==> src/rtl/breakout_game_ctrl_if.sv <==
// Signal bundle between the breakout game sequencer and its event sources and
// text/graphics consumers.
interface breakout_game_ctrl_if;
  // No valid/ready handshake here: btn is a level, while tick_60hz, hit and
  // miss are single-cycle pulses sampled on the rising clock edge. Every
  // output is registered and is valid one clock after the edge that caused it.
  logic [1:0] btn;
  logic       tick_60hz;
  logic       hit;
  logic       miss;
  logic [3:0] dig0;
  logic [3:0] dig1;
  logic [1:0] ball;
  logic [3:0] text_sel;
  logic       gra_still;
  logic [1:0] game_state;

  modport master (
    output btn, tick_60hz, hit, miss,
    input  dig0, dig1, ball, text_sel, gra_still, game_state
  );

  modport slave (
    input  btn, tick_60hz, hit, miss,
    output dig0, dig1, ball, text_sel, gra_still, game_state
  );
endinterface

==> src/rtl/breakout_game_ctrl.sv <==
// Breakout game sequencer: four-state FSM that owns the BCD score, the
// spare-ball count and the NEWBALL/OVER countdown, and drives the overlay mask.
module breakout_game_ctrl #(
  parameter int unsigned BALLS_INIT  = 3,
  parameter int unsigned TIMER_TICKS = 120
) (
  input  logic                 clk,
  input  logic                 reset,
  breakout_game_ctrl_if.slave  bus
);

  typedef enum logic [1:0] {
    S_NEWGAME = 2'b00,
    S_PLAY    = 2'b01,
    S_NEWBALL = 2'b10,
    S_OVER    = 2'b11
  } state_t;

  localparam logic [1:0] BALLS_RST  = 2'(BALLS_INIT);
  localparam logic [6:0] TIMER_LOAD = 7'(TIMER_TICKS);

  state_t     state_q, state_d;
  logic [6:0] timer_q, timer_d;
  logic [3:0] dig0_q, dig0_d;
  logic [3:0] dig1_q, dig1_d;
  logic [1:0] ball_q, ball_d;
  logic [3:0] text_sel_q, text_sel_d;
  logic       gra_still_q, gra_still_d;
  logic       btn_press;

  assign btn_press = |bus.btn;

  always_comb begin
    state_d     = state_q;
    timer_d     = timer_q;
    dig0_d      = dig0_q;
    dig1_d      = dig1_q;
    ball_d      = ball_q;
    text_sel_d  = text_sel_q;
    gra_still_d = gra_still_q;

    // Countdown only runs while waiting; a load below overrides this decrement.
    if (((state_q == S_NEWBALL) || (state_q == S_OVER)) &&
        bus.tick_60hz && (timer_q != 7'd0)) begin
      timer_d = timer_q - 7'd1;
    end

    case (state_q)
      S_NEWGAME: begin
        if (btn_press) state_d = S_PLAY;
      end
      S_PLAY: begin
        if (bus.hit && !((dig1_q == 4'd9) && (dig0_q == 4'd9))) begin
          if (dig0_q == 4'd9) begin
            dig0_d = 4'd0;
            dig1_d = dig1_q + 4'd1;
          end else begin
            dig0_d = dig0_q + 4'd1;
          end
        end
        if (bus.miss) begin
          timer_d = TIMER_LOAD;
          if (ball_q == 2'd0) begin
            state_d = S_OVER;
          end else begin
            state_d = S_NEWBALL;
            ball_d  = ball_q - 2'd1;
          end
        end
      end
      S_NEWBALL: begin
        if ((timer_q == 7'd0) && btn_press) state_d = S_PLAY;
      end
      S_OVER: begin
        if (timer_q == 7'd0) begin
          state_d = S_NEWGAME;
          dig0_d  = 4'd0;
          dig1_d  = 4'd0;
          ball_d  = BALLS_RST;
        end
      end
      default: state_d = S_NEWGAME;
    endcase

    // Moore outputs are decoded from the next state so they register alongside it.
    case (state_d)
      S_NEWGAME: begin text_sel_d = 4'b1110; gra_still_d = 1'b1; end
      S_PLAY:    begin text_sel_d = 4'b1100; gra_still_d = 1'b0; end
      S_NEWBALL: begin text_sel_d = 4'b1100; gra_still_d = 1'b1; end
      S_OVER:    begin text_sel_d = 4'b1101; gra_still_d = 1'b1; end
      default:   begin text_sel_d = 4'b1110; gra_still_d = 1'b1; end
    endcase
  end

  always_ff @(posedge clk or posedge reset) begin
    if (reset) begin
      state_q     <= S_NEWGAME;
      timer_q     <= 7'd0;
      dig0_q      <= 4'd0;
      dig1_q      <= 4'd0;
      ball_q      <= BALLS_RST;
      text_sel_q  <= 4'b1110;
      gra_still_q <= 1'b1;
    end else begin
      state_q     <= state_d;
      timer_q     <= timer_d;
      dig0_q      <= dig0_d;
      dig1_q      <= dig1_d;
      ball_q      <= ball_d;
      text_sel_q  <= text_sel_d;
      gra_still_q <= gra_still_d;
    end
  end

  assign bus.dig0       = dig0_q;
  assign bus.dig1       = dig1_q;
  assign bus.ball       = ball_q;
  assign bus.text_sel   = text_sel_q;
  assign bus.gra_still  = gra_still_q;
  assign bus.game_state = state_q;

endmodule

==> src/flat_wrapper.sv <==
// flat-port wrapper written by rule: the top's interface ports become plain ports
module breakout_game_ctrl_flat 
#(
  parameter int unsigned BALLS_INIT  = 3,
  parameter int unsigned TIMER_TICKS = 120
)
  (clk, reset, bus_btn, bus_tick_60hz, bus_hit, bus_miss, bus_dig0, bus_dig1, bus_ball, bus_text_sel, bus_gra_still, bus_game_state);
  breakout_game_ctrl_if bus_i ();
  input  logic clk;
  input  logic reset;
  input wire logic [$bits(bus_i.btn)-1:0] bus_btn;
  input wire logic [$bits(bus_i.tick_60hz)-1:0] bus_tick_60hz;
  input wire logic [$bits(bus_i.hit)-1:0] bus_hit;
  input wire logic [$bits(bus_i.miss)-1:0] bus_miss;
  output wire logic [$bits(bus_i.dig0)-1:0] bus_dig0;
  output wire logic [$bits(bus_i.dig1)-1:0] bus_dig1;
  output wire logic [$bits(bus_i.ball)-1:0] bus_ball;
  output wire logic [$bits(bus_i.text_sel)-1:0] bus_text_sel;
  output wire logic [$bits(bus_i.gra_still)-1:0] bus_gra_still;
  output wire logic [$bits(bus_i.game_state)-1:0] bus_game_state;
  assign bus_i.btn = bus_btn;
  assign bus_i.tick_60hz = bus_tick_60hz;
  assign bus_i.hit = bus_hit;
  assign bus_i.miss = bus_miss;
  assign bus_dig0 = bus_i.dig0;
  assign bus_dig1 = bus_i.dig1;
  assign bus_ball = bus_i.ball;
  assign bus_text_sel = bus_i.text_sel;
  assign bus_gra_still = bus_i.gra_still;
  assign bus_game_state = bus_i.game_state;
  breakout_game_ctrl #(.BALLS_INIT(BALLS_INIT), .TIMER_TICKS(TIMER_TICKS)) u_core (.clk(clk), .reset(reset), .bus(bus_i));
endmodule
==> config.mk <==
export PLATFORM = sky130hd
export DESIGN_NAME = breakout_game_ctrl_flat
export DESIGN_NICKNAME = d
export VERILOG_FILES = /design/src/rtl/breakout_game_ctrl_if.sv /design/src/rtl/breakout_game_ctrl.sv /design/src/flat_wrapper.sv
export SDC_FILE = /design/constraint.sdc
export NUM_CORES = 1
export LEC_CHECK = 0
export BUFFER_PORTS_ARGS = -buffer_cell sky130_fd_sc_hd__buf_2
export CAP_MARGIN = 20
export CELL_PAD_IN_SITES_DETAIL_PLACEMENT = 1
export CELL_PAD_IN_SITES_GLOBAL_PLACEMENT = 2
export CORE_MARGIN = 10
export CORE_UTILIZATION = 31
export CTS_BUF_LIST = sky130_fd_sc_hd__clkbuf_8
export DETAILED_ROUTE_END_ITERATION = 7
export PLACE_DENSITY_LB_ADDON = 0.1
export SYNTH_ARGS = -nofsm -noshare
export SYNTH_HDL_FRONTEND = slang
export SYNTH_SLANG_ARGS = --single-unit
==> constraint.sdc <==
create_clock -name clk -period 1.6 [get_ports clk]
set_input_delay 0.16 -clock clk [delete_from_list [all_inputs] [get_ports clk]]
set_output_delay 0.16 -clock clk [all_outputs]
set_load 0.02 [all_outputs]
==> results.json, run 1 <==
{
  "vias": 1063,
  "final_nets": 177,
  "r2r_start": "u_core.timer_q[0]",
  "synth-async-reset-ratio_pct": 100,
  "synth_xor_area_share_pct": 2.26,
  "rr_endpoint": "u_core.timer_q[6]",
  "cts_root_buffer": "clkbuf_8",
  "syn_area_um2": 1160,
  "fmax_ghz": 0.594,
  "synth_compound_area_share_pct": 18.6,
  "period_share_pct": 105,
  "fp.dieW_um": 81.3,
  "synth_top_cell_by_area": "dfrtp_1",
  "hp-class": "input port to flop",
  "synth_cells": 115,
  "crit_type": "flop to flop",
  "arrival_ns": 1.84,
  "fin_worst_skew_ns": 0.00244,
  "antenna_left": 0,
  "endpoint_kind": "flop",
  "violations": "setup timing",
  "core-area_um2": 3660,
  "dieArea_um2": 6610,
  "overflow": 0,
  "clkPwrFrac_pct": 15.4,
  "dr.first_iter.drc_count": 35,
  "switching_share_pct": 39.0,
  "ff2ff_setup_slack_ns": -0.08,
  "synthMuxAreaShare_pct": 1.83,
  "synth_top_family_by_area": "simple AND/OR/NAND/NOR gates",
  "hold_path_depth": 3,
  "setup_viol": 6,
  "holdCritStartpoint": "bus_btn[0]",
  "drcViolationCount": 0,
  "worstPathCellList": "inv_1 -> ha_2 -> nor3b_4 -> or4b_1 -> a21o_1",
  "place.gp.congestion": 0.747,
  "max_stage_delay_ns": 0.47,
  "p_int_uw": 1580,
  "power_switching_uw": 1010,
  "cp-start-kind": "flop",
  "rsz0062_at_grt": "true",
  "ys_types": 39,
  "grt_max_degree": 23,
  "track_usage_pct": 10.2,
  "grt_pass1_vias": 1147,
  "whs_ns": 0.211,
  "synthTopCellsByCount": "18 x dfrtp_1, 12 x nand2_1, 7 x inv_1",
  "ys.flop_type": "dfrtp_1",
  "dr.pass1.iters": 4,
  "hold_violations": 0,
  "drt_wl_total_um": 3130,
  "num_rows": 22,
  "post-route-util_pct": 44.5,
  "combPwrFrac_pct": 48.3,
  "outcome": "finished, violations left",
  "cts_buffers": 3,
  "power.density_nw_per_um2": 1590,
  "start_util_pct": 31.8,
  "via_per_inst": 5.04,
  "slew_violations": 0,
  "ys.warnings.count": 0,
  "synth_seq_cells": 22,
  "synth.most_common_cell": "dfrtp_1",
  "synth_edf_count": 0,
  "clkLatencyLatePin_ns": 0.26,
  "cp.required_ns": 1.76,
  "antenna_cells": 0,
  "tritoncts": "yes",
  "maxCapViolations": 0,
  "h-tree-depth": 1,
  "place_hpwl_um": 2430,
  "synth-simple-area-share_pct": 18.7,
  "syn_avg_cell_area_um2": 10.1,
  "instances_no_fill": 211,
  "critPathMaxFanout": 7,
  "cpMaxStageDelayCell": "or4b_1",
  "clk_pin_slew_ns": 0.08,
  "cts_buffer_depth": 2,
  "wire_per_inst_um": 14.8,
  "synthAdderAreaFrac_pct": 6.44,
  "fin_ws_ns": -0.0821,
  "vdd_ir_drop_max_mv": 0.633,
  "leakagePower_uw": 0.000784,
  "synth_area_leaders": "dfrtp_1 39%, dfstp_2 9.0%, ha_1 6.4%, nand2_1 3.9%, a31oi_1 3.2%",
  "portBuffers": 21,
  "grt_pass1_wl_um": 5460,
  "area_growth_pct": 39.7,
  "fin_crit_ns": 1.68,
  "io_pins": 24,
  "dp.cells": 201,
  "critical_path_buf_inv_count": 1,
  "antenna_found_initial": 0,
  "r2r_cells": 5,
  "yosys.area.top_type_share_pct": 38.7,
  "critical-path-top-delay-family": "simple AND/OR/NAND/NOR gates",
  "p_seq_share_pct": 36.4,
  "drive_above_1_share_pct": 41.7,
  "synth_seq_area_share_pct": 47.7,
  "dieHeight_um": 81.3,
  "cts.sinks": 22,
  "hold-path-endpoint": "u_core.bus.text_sel[1]"
}
-- cells in the final DEF (no fill, tap or decap), drive strengths merged, types with 2 or more instances in the layout --
| master | count |
|---|---|
| conb | 2 |
| or3 | 2 |
| nand2 | 12 |
| nand3b | 3 |
| a21o | 2 |
| a21oi | 3 |
| nor2 | 3 |
| a211o | 2 |
| a41oi | 3 |
| dfstp | 4 |
| xor2 | 2 |
| nand2b | 2 |
| ha | 6 |
| o22a | 2 |
| inv | 7 |
| buf | 46 |
| and3b | 2 |
| a31oi | 6 |
| nand3 | 6 |
| dfrtp | 18 |
| nor2b | 3 |
| clkbuf | 4 |
| a211oi | 2 |
| o21ai | 5 |
-- layout make-up --
class                   count  area, um^2
clock buffers               4        55.1
multi-input cells          83         624
flip-flops and latches     22         556
well taps                  48        60.1
repair buffers             47         307
fillers                   416        2030
inverters                   7        26.3
-- how the worst max path moves through the flow --
stage / start / endpoint / slack [ns] / depth (start not counted)
5_1_grt: u_core.timer_q[0] / u_core.bus.dig1[2] / -0.15 / 6
3_3_place_gp: u_core.timer_q[0] / u_core.timer_q[6] / -0.02 / 5
2_1_floorplan: u_core.timer_q[2] / u_core.timer_q[5] / -0.003 / 4
4_1_cts: u_core.timer_q[0] / u_core.bus.gra_still / -0.08 / 6
6_report: u_core.timer_q[0] / u_core.timer_q[6] / -0.08 / 5
3_5_place_dp: u_core.timer_q[0] / u_core.timer_q[6] / -0.1 / 5
-- through the flow --
step / cell area (um^2) / setup TNS [ns] / power (uW) / setup slack [ns]
detailed placement: 1470 / -0.561 / 2090 / -0.0962
global route: 1630 / -1.46 / 2810 / -0.147
floorplan: 1180 / -0.00324 / 1620 / -0.00324
CTS: 1550 / -0.492 / 2540 / -0.0814
global placement: 1470 / -0.0308 / 2040 / -0.0243
finish: 1630 / -0.211 / 2590 / -0.0821
-- tightest hold or removal path, stage by stage --
cell,delay [ns]
buf_2,0.07
or3_1,0.14
o21ai_0,0.09
-- routing by layer --
| metal | routed length, um | vias up | track usage [%] | part of all wire (%) |
|---|---|---|---|---|
| met1 | 1370 | 529 | 12.9 | 44 |
| met3 | 165 | 2 | 2.98 | 5.3 |
| met4 | 22 | 0 | 3.63 | 0.70 |
| met5 | 0 | - | 0 | 0 |
| li1 | - | 516 | - | - |
| met2 | 1570 | 16 | 16.2 | 50 |
-- power groups by stage --
| stage | sequential, uW | combinational, uW | clock, uW |
|---|---|---|---|
| finish | 941 | 1250 | 398 |
| global route | 975 | 1400 | 441 |
| CTS | 941 | 1170 | 425 |
| detailed placement | 952 | 1130 | 0 |
| global placement | 934 | 1100 | 0 |
| floorplan | 1070 | 549 | 0 |
-- cells by family after synthesis --
logic type | Yosys count
AO/OA/AOI/OAI | 31
XOR/XNOR | 3
adder cells (fa/ha/maj) | 6
buffers and inverters | 11
flip-flops | 22
multiplexers | 2
other | 1
AND/OR/NAND/NOR | 39
-- flip-flops by register name, summed over array words and instances, names as in the netlist --
register and count:
u_core.bus.text_sel 2, u_core.bus.dig1 4, u_core.bus.ball 2, u_core.bus.gra_still 1
u_core.bus.game_state 2, u_core.timer_q 7, u_core.bus.dig0 4
-- what timing repair did --
action,4_1_cts,5_1_grt
gates resized for setup,3,12
hold buffers,1,0
pin swaps,6,10
buffers inserted,1,4
endpoints found under the setup margin,17,20
hold endpoints to repair,18,0
(Power assumes the default switching activity.)
==> inputs of run 2 (changes only) <==
--- a/config.mk
+++ b/config.mk
@@ -10,7 +10,7 @@
 export CELL_PAD_IN_SITES_DETAIL_PLACEMENT = 1
 export CELL_PAD_IN_SITES_GLOBAL_PLACEMENT = 2
 export CORE_MARGIN = 10
-export CORE_UTILIZATION = 31
+export CORE_UTILIZATION = 35
 export CTS_BUF_LIST = sky130_fd_sc_hd__clkbuf_8
 export DETAILED_ROUTE_END_ITERATION = 7
 export PLACE_DENSITY_LB_ADDON = 0.1
==> constraint.sdc (replaced) <==
create_clock -name clk -period 1.87 [get_ports clk]
set_input_delay 0.187 -clock clk [delete_from_list [all_inputs] [get_ports clk]]
set_output_delay 0.187 -clock clk [all_outputs]
set_load 0.02 [all_outputs]
==> results.json, run 2 (same netlist as run 1, synthesis figures left out) <==
{
  "io_pins": 24,
  "fillers": 372,
  "wire_per_inst_um": 15.7,
  "place.gp.congestion": 0.822,
  "slew_violations": 0,
  "place_hpwl_um": 2240,
  "top_register": "u_core.timer_q",
  "vias": 971,
  "r2r_start": "u_core.timer_q[0]",
  "maxCapViolations": 0,
  "period_share_pct": 93.5,
  "antenna_cells": 0,
  "clkLatencyLatePin_ns": 0.26,
  "drcViolationCount": 0,
  "core-area_um2": 3130,
  "cts_buffer_depth": 2,
  "dieHeight_um": 77.7,
  "final_nets": 157,
  "crit_type": "flop to flop",
  "rr_endpoint": "u_core.bus.gra_still",
  "grt_pass1_vias": 1081,
  "setup_viol": 0,
  "fmax_ghz": 0.572,
  "overflow": 0,
  "fin_crit_ns": 1.75,
  "largest_register_ff_count": 7,
  "cp.required_ns": 2.07,
  "post_cts_buffers": 0,
  "dr.first_iter.drc_count": 33,
  "portBuffers": 21,
  "hold-path-endpoint": "u_core.bus.text_sel[1]",
  "power.density_nw_per_um2": 1390,
  "hp-class": "input port to flop",
  "area_growth_pct": 20.6,
  "hold_violations": 0,
  "post-route-util_pct": 44.9,
  "ff2ff_setup_slack_ns": 0.12,
  "grt_max_degree": 23,
  "num_rows": 20,
  "grt_pass1_wl_um": 5060,
  "hold_path_depth": 3,
  "arrival_ns": 1.95,
  "cts_root_buffer": "clkbuf_8",
  "cts.sinks": 22,
  "via_per_inst": 5.19,
  "antenna_found_initial": 0,
  "outcome": "complete, no violations",
  "antenna_left": 0,
  "fin_worst_skew_ns": 0.00665,
  "dr.pass1.iters": 4,
  "power_uw": 1950,
  "cts_buffers": 3,
  "drive_above_1_share_pct": 24.5,
  "final_common_cell": "buf_2",
  "endpoint_kind": "flop",
  "r2r_cells": 6,
  "critPathMaxFanout": 8,
  "tritoncts": "yes",
  "track_usage_pct": 10.1,
  "leakagePower_uw": 0.000676,
  "layout_common_cells": "21 x buf_2, 18 x dfrtp_1, 12 x nand2_1, 8 x inv_1",
  "drt_wl_total_um": 2940,
  "cp-start-kind": "flop",
  "dieArea_um2": 6040,
  "holdCritStartpoint": "bus_btn[0]",
  "h-tree-depth": 1,
  "fp.dieW_um": 77.7,
  "start_util_pct": 37.2,
  "vdd_ir_drop_max_mv": 0.625,
  "clk_pin_slew_ns": 0.08
}
run 2: cell count changes in the layout (fill, tap and decap cells not counted), moves of 2 or more:
cell,delta
o21ai_0,+2
a211oi_1,+2
nand2_2,-3
nand2_1,+3
a211oi_2,-2
buf_4,-19
o21ai_1,-2
run 2: worst max path at each step:
stage / from / end / cells after the start
2_1_floorplan: u_core.timer_q[0] / u_core.timer_q[6] / 5
5_1_grt: u_core.timer_q[0] / u_core.bus.gra_still / 6
3_3_place_gp: u_core.timer_q[0] / u_core.bus.gra_still / 6
6_report: u_core.timer_q[0] / u_core.bus.gra_still / 6
4_1_cts: u_core.timer_q[0] / u_core.bus.gra_still / 6
3_5_place_dp: u_core.timer_q[0] / u_core.bus.gra_still / 6
run 2: what timing repair did:
action | 4_1_cts | 5_1_grt
endpoints found under the setup margin | 0 | 13
endpoints found under the hold margin | 18 | 0
hold buffers | 1 | 0
gates resized for setup | 0 | 1
run 2: layer usage:
| metal | up-vias | track usage (%) | routed length (um) | part of all wire [%] |
|---|---|---|---|---|
| met5 | - | 0 | 0 | 0 |
| met4 | 0 | 2.19 | 17 | 0.58 |
| met3 | 2 | 4.03 | 133 | 4.5 |
| met2 | 18 | 17.5 | 1440 | 49 |
| met1 | 475 | 11.3 | 1360 | 46 |
| li1 | 476 | - | - | - |
run 2: final cells by class:
cell class	instances	area, um^2	share of cell area, %
Multi-Input combinational cell	83	571	40.6
Sequential cell	22	556	39.5
Timing Repair Buffer	27	153	10.9
Tap cell	44	55.1	3.92
Clock buffer	3	41.3	2.94
Inverter	7	26.3	1.87
Clock inverter	1	3.75	0.267
run 2: per-stage QoR:
step | instance area [um^2] | cells | TNS [ns] | setup WS [ns] | hold WS, ns
after floorplan | 1170 | 116 | 0 | 0.228 | 0.173
after global placement | 1340 | 182 | 0 | 0.102 | 0.237
after detailed placement | 1340 | 182 | 0 | 0.0417 | 0.247
after CTS | 1400 | 187 | 0 | 0.0277 | 0.205
after global routing | 1410 | 187 | -0.00709 | -0.00571 | 0.241
final | 1410 | 187 | 0 | 0.122 | 0.212
run 2: critical path, stage by stage (launching register included):
cell and delay [ns]:
dfrtp_1 0.40, inv_1 0.06, ha_1 0.17, nor3b_4 0.33
nand2_1 0.21, xor2_1 0.20, a211o_1 0.30
run 2: power by group:
group | switching (uW) | leakage [uW] | internal, uW
Sequential | 168 | 0.000259 | 654
Combinational | 475 | 0.000390 | 349
Clock | 155 | 0.0000269 | 147
Total | 798 | 0.000676 | 1150
